==> src/rtl/cellrv32_package.sv <==
// Shared types and constants for the cellrv32 TRNG entropy path.
package cellrv32_package;

  typedef enum logic {
    VN_FIRST  = 1'b0,
    VN_SECOND = 1'b1
  } vn_state_t;

  localparam logic [15:0] trng_lfsr_seed_c = 16'hACE1;
  localparam logic [15:0] trng_lfsr_taps_c = 16'hB400;

  // Galois step for x^16+x^14+x^13+x^11+1
  function automatic logic [15:0] trng_lfsr_next(input logic [15:0] s);
    return s[0] ? ((s >> 1) ^ trng_lfsr_taps_c) : (s >> 1);
  endfunction

endpackage

==> src/rtl/cellrv32_trng_health.sv <==
// Repetition-count health test: flags a stuck source after STUCK_LIMIT identical samples.
module cellrv32_trng_health #(
  parameter int STUCK_LIMIT = 32
) (
  input  logic clk_i,
  input  logic rstn_i,
  input  logic enable_i,
  input  logic sample_en_i,
  input  logic smp_i,
  output logic hit_o,
  output logic stuck_o
);
  localparam int CW = $clog2(STUCK_LIMIT + 1);
  localparam logic [CW-1:0] LIMIT_C = CW'(STUCK_LIMIT);

  logic [CW-1:0] rep_cnt_q, rep_cnt_d;
  logic          prev_q, prev_d;
  logic          stuck_q, stuck_d;

  always_comb begin
    rep_cnt_d = rep_cnt_q;
    prev_d    = prev_q;
    stuck_d   = stuck_q;
    hit_o     = 1'b0;
    if (!enable_i) begin
      rep_cnt_d = '0;
      prev_d    = 1'b0;
      stuck_d   = 1'b0;
    end else if (sample_en_i) begin
      prev_d = smp_i;
      if (smp_i == prev_q) begin
        if (rep_cnt_q != LIMIT_C) rep_cnt_d = rep_cnt_q + CW'(1);
      end else begin
        rep_cnt_d = CW'(1);
      end
      // hit_o lets the extractor block the very sample that trips the flag
      if (rep_cnt_d == LIMIT_C) begin
        hit_o   = 1'b1;
        stuck_d = 1'b1;
      end
    end
  end

  always_ff @(posedge clk_i or negedge rstn_i) begin
    if (!rstn_i) begin
      rep_cnt_q <= '0;
      prev_q    <= 1'b0;
      stuck_q   <= 1'b0;
    end else begin
      rep_cnt_q <= rep_cnt_d;
      prev_q    <= prev_d;
      stuck_q   <= stuck_d;
    end
  end

  assign stuck_o = stuck_q;

endmodule

==> src/rtl/cellrv32_trng_extractor.sv <==
// TRNG extractor: sync/decimate raw bit, von Neumann debias, health check, byte packing,
// optional fold of 8 assembled bytes into one output byte.
module cellrv32_trng_extractor
  import cellrv32_package::*;
#(
  parameter logic SIM_MODE     = 1'b0,
  parameter logic POST_PROC_EN = 1'b1,
  parameter int   SAMPLE_DIV   = 1,
  parameter int   STUCK_LIMIT  = 32
) (
  input  logic       clk_i,
  input  logic       rstn_i,
  input  logic       enable_i,
  input  logic       raw_i,
  output logic [7:0] data_o,
  output logic       valid_o,
  output logic       stuck_o
);
  localparam int DW = (SAMPLE_DIV > 1) ? $clog2(SAMPLE_DIV) : 1;

  if (SAMPLE_DIV < 1) begin : g_chk_div
    $error("SAMPLE_DIV must be >= 1");
  end
  if (STUCK_LIMIT < 2) begin : g_chk_limit
    $error("STUCK_LIMIT must be >= 2");
  end

  logic [1:0]    sync_q, sync_d;
  logic [15:0]   lfsr_q, lfsr_d;
  logic [DW-1:0] div_q, div_d;
  vn_state_t     vn_q, vn_d;
  logic          b0_q, b0_d;
  logic [6:0]    sreg_q, sreg_d;
  logic [2:0]    bit_cnt_q, bit_cnt_d;
  logic [7:0]    acc_q, acc_d;
  logic [2:0]    byte_cnt_q, byte_cnt_d;
  logic [7:0]    data_q, data_d;
  logic          valid_q, valid_d;
  logic          smp, sample_en, emit, hit;
  logic [7:0]    byte_w, fold_w;

  // SIM_MODE swaps the ring oscillator for a deterministic PRNG; simulation only
  assign smp       = SIM_MODE ? lfsr_q[0] : sync_q[1];
  assign sample_en = (div_q == '0);
  assign byte_w    = {sreg_q, b0_q};
  assign fold_w    = {acc_q[6:0], acc_q[7]} ^ byte_w;

  cellrv32_trng_health #(
    .STUCK_LIMIT(STUCK_LIMIT)
  ) u_health (
    .clk_i      (clk_i),
    .rstn_i     (rstn_i),
    .enable_i   (enable_i),
    .sample_en_i(sample_en),
    .smp_i      (smp),
    .hit_o      (hit),
    .stuck_o    (stuck_o)
  );

  always_comb begin
    sync_d     = {sync_q[0], raw_i};
    lfsr_d     = trng_lfsr_next(lfsr_q);
    div_d      = (div_q == DW'(SAMPLE_DIV - 1)) ? '0 : div_q + DW'(1);
    vn_d       = vn_q;
    b0_d       = b0_q;
    sreg_d     = sreg_q;
    bit_cnt_d  = bit_cnt_q;
    acc_d      = acc_q;
    byte_cnt_d = byte_cnt_q;
    data_d     = data_q;
    valid_d    = 1'b0;
    emit       = 1'b0;

    if (sample_en) begin
      case (vn_q)
        VN_FIRST: begin
          b0_d = smp;
          vn_d = VN_SECOND;
        end
        VN_SECOND: begin
          emit = (b0_q != smp);
          vn_d = VN_FIRST;
        end
      endcase
    end

    if (emit && !stuck_o && !hit) begin
      sreg_d    = byte_w[6:0];
      bit_cnt_d = bit_cnt_q + 3'd1;
      if (bit_cnt_q == 3'd7) begin
        if (POST_PROC_EN) begin
          byte_cnt_d = byte_cnt_q + 3'd1;
          if (byte_cnt_q == 3'd7) begin
            data_d  = fold_w;
            valid_d = 1'b1;
            acc_d   = '0;
          end else begin
            acc_d = fold_w;
          end
        end else begin
          data_d  = byte_w;
          valid_d = 1'b1;
        end
      end
    end

    if (!enable_i) begin
      sync_d     = '0;
      lfsr_d     = trng_lfsr_seed_c;
      div_d      = '0;
      vn_d       = VN_FIRST;
      b0_d       = 1'b0;
      sreg_d     = '0;
      bit_cnt_d  = '0;
      acc_d      = '0;
      byte_cnt_d = '0;
      data_d     = '0;
      valid_d    = 1'b0;
    end
  end

  always_ff @(posedge clk_i or negedge rstn_i) begin
    if (!rstn_i) begin
      sync_q     <= '0;
      lfsr_q     <= trng_lfsr_seed_c;
      div_q      <= '0;
      vn_q       <= VN_FIRST;
      b0_q       <= 1'b0;
      sreg_q     <= '0;
      bit_cnt_q  <= '0;
      acc_q      <= '0;
      byte_cnt_q <= '0;
      data_q     <= '0;
      valid_q    <= 1'b0;
    end else begin
      sync_q     <= sync_d;
      lfsr_q     <= lfsr_d;
      div_q      <= div_d;
      vn_q       <= vn_d;
      b0_q       <= b0_d;
      sreg_q     <= sreg_d;
      bit_cnt_q  <= bit_cnt_d;
      acc_q      <= acc_d;
      byte_cnt_q <= byte_cnt_d;
      data_q     <= data_d;
      valid_q    <= valid_d;
    end
  end

  assign data_o  = data_q;
  assign valid_o = valid_q;

endmodule

==> config.mk <==
export PLATFORM = sky130hd
export DESIGN_NAME = cellrv32_trng_extractor
export DESIGN_NICKNAME = d
export VERILOG_FILES = /design/src/rtl/cellrv32_package.sv /design/src/rtl/cellrv32_trng_health.sv /design/src/rtl/cellrv32_trng_extractor.sv
export SDC_FILE = /design/constraint.sdc
export NUM_CORES = 1
export LEC_CHECK = 0
export BUFFER_PORTS_ARGS = -buffer_cell sky130_fd_sc_hd__buf_2
export CAP_MARGIN = 20
export CORE_AREA = 4 4 92 94
export CTS_CLUSTER_DIAMETER = 100
export CTS_CLUSTER_SIZE = 40
export DETAILED_ROUTE_END_ITERATION = 8
export DIE_AREA = 0 0 96 98
export GPL_ROUTABILITY_DRIVEN = 0
export REMOVE_ABC_BUFFERS = 1
export SYNTH_ARGS = -nofsm -noshare
export SYNTH_HDL_FRONTEND = slang
export SYNTH_HIERARCHICAL = 1
export SYNTH_SLANG_ARGS = --single-unit
==> constraint.sdc <==
create_clock -name clk_i -period 3.3 [get_ports clk_i]
set_input_delay 0 -clock clk_i [delete_from_list [all_inputs] [get_ports clk_i]]
set_output_delay 0 -clock clk_i [all_outputs]
set_load 0.005 [all_outputs]
# --- Word level (Yosys, flattened, before mapping) ---
# Index checks and enable logic that the tools add are counted.
totals:
  inputBits: 4
  regBits: 43
  out_inout_bits: 10
  elab_cells: 83
classes:
  mux: 44
  eq_ne: 12
  reduce_logical: 8
  n_bitwise: 2
  add_sub_neg: 4
op_table:
  columns: ["operator", "n"]
  rows:
  - ["8-bit two-way mux", 8]
  - ["6-bit two-way mux", 6]
  - ["1-bit two-way mux", 21]
  - ["3-bit two-way mux", 5]
  - ["7-bit two-way mux", 2]
  - ["2-bit by 1-bit != test with 1-bit output (second input constant)", 4]
  - ["8-bit bitwise XOR", 1]
  - ["3-bit by 1-bit adder with 3-bit output (second input constant)", 2]
  - ["6-bit by 1-bit adder with 6-bit output (second input constant)", 1]
  - ["3-bit == test (second input constant)", 2]
  - ["6-bit == test (second input constant)", 1]
  - ["6-bit != test (second input constant)", 1]
  - ["2-bit AND reduction", 3]
  - ["2-bit != test (second input constant)", 2]
  - ["3-bit AND reduction", 1]
  - ["1-bit logical AND", 2]
  - ["1-bit zero test", 2]
  - ["2-bit two-way mux", 1]
  - ["1-bit case mux with 2 select lines", 1]
  - ["1-bit adder (second input constant)", 1]
  - ["1-bit == test", 1]
  - ["1-bit != test", 1]
  - ["1-bit NOT", 1]

# --- Longest topological paths before layout ---
depth:
  word_depth: 13
  mapped_depth: 11
  mapped_depth_nobuf: 9

# --- By module ---
# The synthesis kept the hierarchy.
modules_own_cells:
  columns: ["mod", "cells_per_inst", "area_per_inst_um2", "seq_area_each_um2", "instances"]
  rows:
  - ["cellrv32_trng_extractor", 162, 1634.1, 850.8, 1]
  - ["cellrv32_trng_health", 66, 625.6, 200.2, 1]

# --- Worst setup path before layout ---
# No wires, ideal clock.
synth_timing:
  path_kind: "flip-flop to flip-flop"
  start: "reg u_health.rep_cnt_q[0]"
  end: "reg bit_cnt_q[0]"
  period_less_slack_ns: 2.347
  stages_incl_launch_ff: 11
  setup_time_ns: 0.078
  arrival_time_ns: 2.269
  t_required_ns: 3.222
  n_path_buf: 1
  path_slack_ns: 0.953
  path_cell_list: "dfrtp_1 -> buf_4 -> inv_1 -> ha_1 -> nand4bb_4 -> or2_4 -> a41oi_2 -> nor4_1 -> or3b_1 -> or3_1 -> a21oi_1"
synth_between:
  elab_chain_len: 12
  elab_cells_between_ends: 13
  classes_between: "add/sub (1); eq/ne (3); mux (7); reduce/logical (2)"
synth_lines:
  columns: ["element", "line_no", "source"]
  rows:
  - ["from (decl)", "cellrv32_trng_health.sv:16", "logic [CW-1:0] rep_cnt_q, rep_cnt_d;"]
  - ["from (signal assigned)", "cellrv32_trng_health.sv:50", "rep_cnt_q <= rep_cnt_d;"]
  - ["6-bit by 1-bit adder with 6-bit output / 6-bit != test (equally long branches)", "cellrv32_trng_health.sv:32", "if (rep_cnt_q != LIMIT_C) rep_cnt_d = rep_cnt_q + CW'(1);"]
  - ["6-bit two-way mux (*)", "cellrv32_trng_health.sv:32", null]
  - ["6-bit two-way mux (*)", "cellrv32_trng_health.sv:31", "if (smp_i == prev_q) begin"]
  - ["6-bit two-way mux (*)", "cellrv32_trng_health.sv:29", "end else if (sample_en_i) begin"]
  - ["6-bit two-way mux (*)", "cellrv32_trng_health.sv:25", "if (!enable_i) begin"]
  - ["6-bit == test (*)", "cellrv32_trng_health.sv:37", "if (rep_cnt_d == LIMIT_C) begin"]
  - ["1-bit two-way mux (*)", "cellrv32_trng_health.sv:37", null]
  - ["1-bit two-way mux (*)", "cellrv32_trng_health.sv:29", null]
  - ["1-bit two-way mux (*)", "cellrv32_trng_health.sv:25", null]
  - ["net hit", "cellrv32_trng_extractor.sv:39", "logic smp, sample_en, emit, hit;"]
  - ["1-bit zero test (*)", "cellrv32_trng_extractor.sv:87", "if (emit && !stuck_o && !hit) begin"]
  - ["1-bit logical AND (*)", "cellrv32_trng_extractor.sv:87", null]
  - ["2-bit by 1-bit != test with 1-bit output (no source line) (*)", null, null]
  - ["to (signal assigned)", "cellrv32_trng_extractor.sv:142", "bit_cnt_q <= bit_cnt_d;"]
  - ["to (decl)", "cellrv32_trng_extractor.sv:34", "logic [2:0] bit_cnt_q, bit_cnt_d;"]
# Mark *: on every way through the listed nets, which the timed path passes. The rest lies on a longest branch. The select of a mux whose other input is x is not followed.
# A chain may end at the register's enable or synchronous reset.

# --- Worst setup path after layout ---
layout_timing:
  start: "reg u_health.rep_cnt_q[0]"
  end: "reg acc_q[6]"
layout_between:
  elab_chain_len: 13
  elab_cells_between_ends: 14
  classes_between: "add/sub (1); eq/ne (3); mux (7); reduce/logical (3)"
layout_lines:
  columns: ["element", "line_no", "source"]
  rows:
  - ["6-bit by 1-bit adder with 6-bit output / 6-bit != test (equally long branches)", "cellrv32_trng_health.sv:32", null]
  - ["6-bit two-way mux (*)", "cellrv32_trng_health.sv:32", null]
  - ["6-bit two-way mux (*)", "cellrv32_trng_health.sv:31", null]
  - ["6-bit two-way mux (*)", "cellrv32_trng_health.sv:29", null]
  - ["6-bit two-way mux (*)", "cellrv32_trng_health.sv:25", null]
  - ["6-bit == test (*)", "cellrv32_trng_health.sv:37", null]
  - ["1-bit two-way mux (*)", "cellrv32_trng_health.sv:37", null]
  - ["1-bit two-way mux (*)", "cellrv32_trng_health.sv:29", null]
  - ["1-bit two-way mux (*)", "cellrv32_trng_health.sv:25", null]
  - ["net hit", "cellrv32_trng_extractor.sv:39", null]
  - ["1-bit zero test (*)", "cellrv32_trng_extractor.sv:87", null]
  - ["1-bit logical AND (*)", "cellrv32_trng_extractor.sv:87", null]
  - ["2-bit by 1-bit != test with 1-bit output (no source line) (*)", null, null]
  - ["2-bit AND reduction (no source line) (*)", null, null]
  - ["to (signal assigned)", "cellrv32_trng_extractor.sv:131", "acc_q <= '0;"]
  - ["to (signal assigned)", "cellrv32_trng_extractor.sv:143", "acc_q <= acc_d;"]
  - ["to (decl)", "cellrv32_trng_extractor.sv:35", "logic [7:0] acc_q, acc_d;"]
# Marked as above.

==> reports/results.tsv <==
stage	metric	value	unit
cells_and_area	drive_gt1_frac	0.1308	
cts	clk_pin_slew	0.08	ns
synth	synthTopCellsByArea	dfrtp_1 47%, mux2i_1 9.7%, nand2_1 7.0%	
sta	max-slew-margin-rel	0.3692	
outcome	status	complete, no violations	
global_route	grt_max_degree	43	
worst_setup_path	rr_startpoint	u_health/rep_cnt_q[0]$_DFFE_PN0P_	
worst_setup_path	regToRegSetupSlack	0.38	ns
worst_setup_path	r2r-end	acc_q[6]$_DFFE_PN0P_	
cells_and_area	area.sequential	1051	um2
worst_setup_path	crit_type	register to register	
worst_setup_path	reg2regPathDepth	9	
die	rows	32	
worst_setup_path	crit_arrival	3.13	ns
cts	clockRootBuffer	clkbuf_8	
cells_and_area	syn_to_final_growth	11.74	%
die	num_io_pins	14	
place	port_buffers	13	
cts	cts.sinks	42	
synth	synth_cell_types	41	
cells_and_area	multi_input_area	1110	um2
cts	tritoncts	built	
sta	finalClockSkew	0.008034	ns
sta	max_freq	342.6	MHz
global_route	antenna_found_initial	0	
sta	setup_viol	0	
synth	synth_area	2260	um2
cells_and_area	fillers	781	
sta	min_period_over_period	0.8845	
sta	maxSlewViolCount	0	
cts	cts_made_buffers	5	
place	dp_hpwl	2.903	mm
routing	wl_per_cell	12.42	um
die	die_height	98	um
global_route	grt_usage	0.1009	
worst_setup_path	startpoint_type	register	
routing	drt_wl_total	4.212	mm
worst_setup_path	cp-end-kind	register	
synth	synth_edf_count	0	
worst_setup_path	crit_fanout	12	
routing	drc_errors	0	
die	die-width	96	um
global_route	grt_pass1_wl	7.590	mm
cells_and_area	final_cells	339	
synth	synth_warnings	6	
routing	ant_nets	0	
sta	rsz0062_at_grt	no	
hold_path	holdPathEnd	u_health/stuck_o$_DFFE_PN0P_	
synth	syn_inst	228	
synth	avgSynthCellArea	9.911	um2
cells_and_area	nNetsFinal	246	
synth	synth_largest_area_cell	dfrtp_1	
cts	insertion_delay	0.29	ns
synth	synth_seq_cells	42	
cts	cts-htree-levels	2	
die	initial_utilization	0.2955	
worst_setup_path	required	3.52	ns
pwr	pwr-share-clk	0.399	
pwr	p_seq_frac	0.532	
routing	drtPass1Iterations	4	
global_route	grt_pass1_vias	1549	
pwr	p_int	0.7654	mW
flow_run	maxCapViolCount	0	
routing	dr_total_vias	1596	
synth	netlist.area_leader.share	0.4651	
pwr	power	0.9937	mW
synth	synth_seq_area_share	0.4651	
pwr	switching_share	0.2297	
pwr	combinationalPowerShare	0.069	
synth	synth_async_sr_flop_share	1.000	
pwr	powerDensity	393.6	nW/um2
routing	via_per_inst	4.708	
sta	worst_slew_pin_slew	0.9462	ns
cells_and_area	diodes	0	
hold_path	min-delay-start	enable_i	
pwr	max-vdd-ir-drop	0.1538	mV
hold_path	hold_path_class	input port to register	
place	placedCellCount	328	
die	coreArea	7647	um2
hold_path	holdPathStages	3	
global_route	grt.overflow.total	0	
synth	synth_common_cells	42 x dfrtp_1, 42 x nand2_1, 22 x mux2i_1	
routing	dr.first_iter.drc_count	111	
die	die_area	9408	um2
pwr	p_sw	0.2283	mW
cells_and_area	fin_util	0.3302	
cts	cts_max_path_buffers	2	
sta	hold_violations	0	
sta	period_minus_slack	2.919	ns
pwr	p_leak	1.225	nW
synth	ys.flop_type	dfrtp_1	
==> cell usage in the layout (no fill, tap or decap), types with 2 or more instances in the layout <==
master	netlist	final
or3_1	4	4
nor2b_1	5	5
o21ai_0	13	13
a21oi_1	14	14
ha_1	6	6
buf_2	3	13
buf_4	3	3
nor2_1	4	4
dfrtp_1	42	42
nand2_1	42	42
o211ai_1	3	3
dlygate4sd3_1	0	2
xor2_1	13	13
nand3_1	12	12
and2_1	2	2
mux2i_1	22	22
o21a_1	3	3
clkbuf_8	0	5
inv_1	5	5
==> sequential cells by signal, summed over array words and instances (netlist names) <==
| register | cells |
|---|---|
| valid_o | 1 |
| vn_q | 1 |
| sync_q | 2 |
| bit_cnt_q | 3 |
| acc_q | 8 |
| u_health/prev_q | 1 |
| byte_cnt_q | 3 |
| sreg_q | 7 |
| b0_q | 1 |
| u_health/rep_cnt_q | 6 |
| u_health/stuck_o | 1 |
| data_o | 8 |
==> cells by family after synthesis <==
logic type               synth area share
buffers and inverters             0.04374
flip-flops                         0.4651
adder cells (fa/ha/maj)           0.03322
other                            0.001660
multiplexers                      0.09745
AND/OR/NAND/NOR                    0.1932
AO/OA/AOI/OAI                      0.1041
XOR/XNOR                          0.06146
==> power groups by stage <==
stage                     logic, mW  registers (mW)  clock network [mW]
after CTS                    0.0688           0.528               0.411
after detailed placement     0.0671           0.538                   0
after global placement       0.0670           0.538                   0
final                        0.0685           0.528               0.397
after floorplan              0.0367           0.537                   0
after global routing         0.0787           0.530               0.435
==> through the flow <==
| stage | hold slack (ns) | worst slack [ns] | cell area, um2 | TNS [ns] |
|---|---|---|---|---|
| floorplan | -0.2956 | 0.4968 | 2180 | 0 |
| detailed placement | 0.2127 | -0.03104 | 2387 | -0.03583 |
| CTS | 0.03596 | 0.3596 | 2525 | 0 |
| global route | 0.05339 | 0.1141 | 2525 | 0 |
| global placement | 0.2012 | 0.1021 | 2387 | 0 |
| finish | 0.04049 | 0.3810 | 2525 | 0 |
==> final cells by class <==
| type | count | area share |
|---|---|---|
| multi-input cells | 164 | 0.4395 |
| well taps | 102 | 0.05054 |
| flip-flops and latches | 42 | 0.4163 |
| clock buffers | 6 | 0.02874 |
| inverters | 5 | 0.007433 |
| clock inverters | 2 | 0.01487 |
| repair buffers | 18 | 0.04262 |
==> how the worst max path moves through the flow <==
stage	endpoint	from
3_5_place_dp	data_o[7]$_DFFE_PN0P_	u_health/rep_cnt_q[0]$_DFFE_PN0P_
4_1_cts	acc_q[6]$_DFFE_PN0P_	u_health/rep_cnt_q[0]$_DFFE_PN0P_
2_1_floorplan	data_o[0]$_DFFE_PN0P_	u_health/rep_cnt_q[0]$_DFFE_PN0P_
5_1_grt	byte_cnt_q[1]$_DFFE_PN0P_	u_health/rep_cnt_q[1]$_DFFE_PN0P_
3_3_place_gp	data_o[0]$_DFFE_PN0P_	u_health/rep_cnt_q[0]$_DFFE_PN0P_
6_report	acc_q[6]$_DFFE_PN0P_	u_health/rep_cnt_q[0]$_DFFE_PN0P_
==> routing by layer <==
layer  track usage  routed length [um]
met5             0                   0
met4       0.03611                  72
met3       0.02157                 140
met2        0.1487                1951
met1        0.1448                2046
==> critical path, cell delays in order (launching register included) <==
cell	delay, ns
dfrtp_1	0.49
inv_1	0.10
ha_1	0.19
nand4bb_4	0.16
or2_4	0.28
a41oi_2	0.21
nor4_1	0.11
nor3b_2	0.63
and3_1	0.44
mux2i_1	0.23
==> what timing repair did <==
item,in CTS,in global routing
resized for setup,0,0
endpoints found under the hold margin,43,0
setup buffers,1,0
setup endpoints to repair,3,0
hold buffers,2,0
Note: power is estimated with default switching activity, not from simulation.
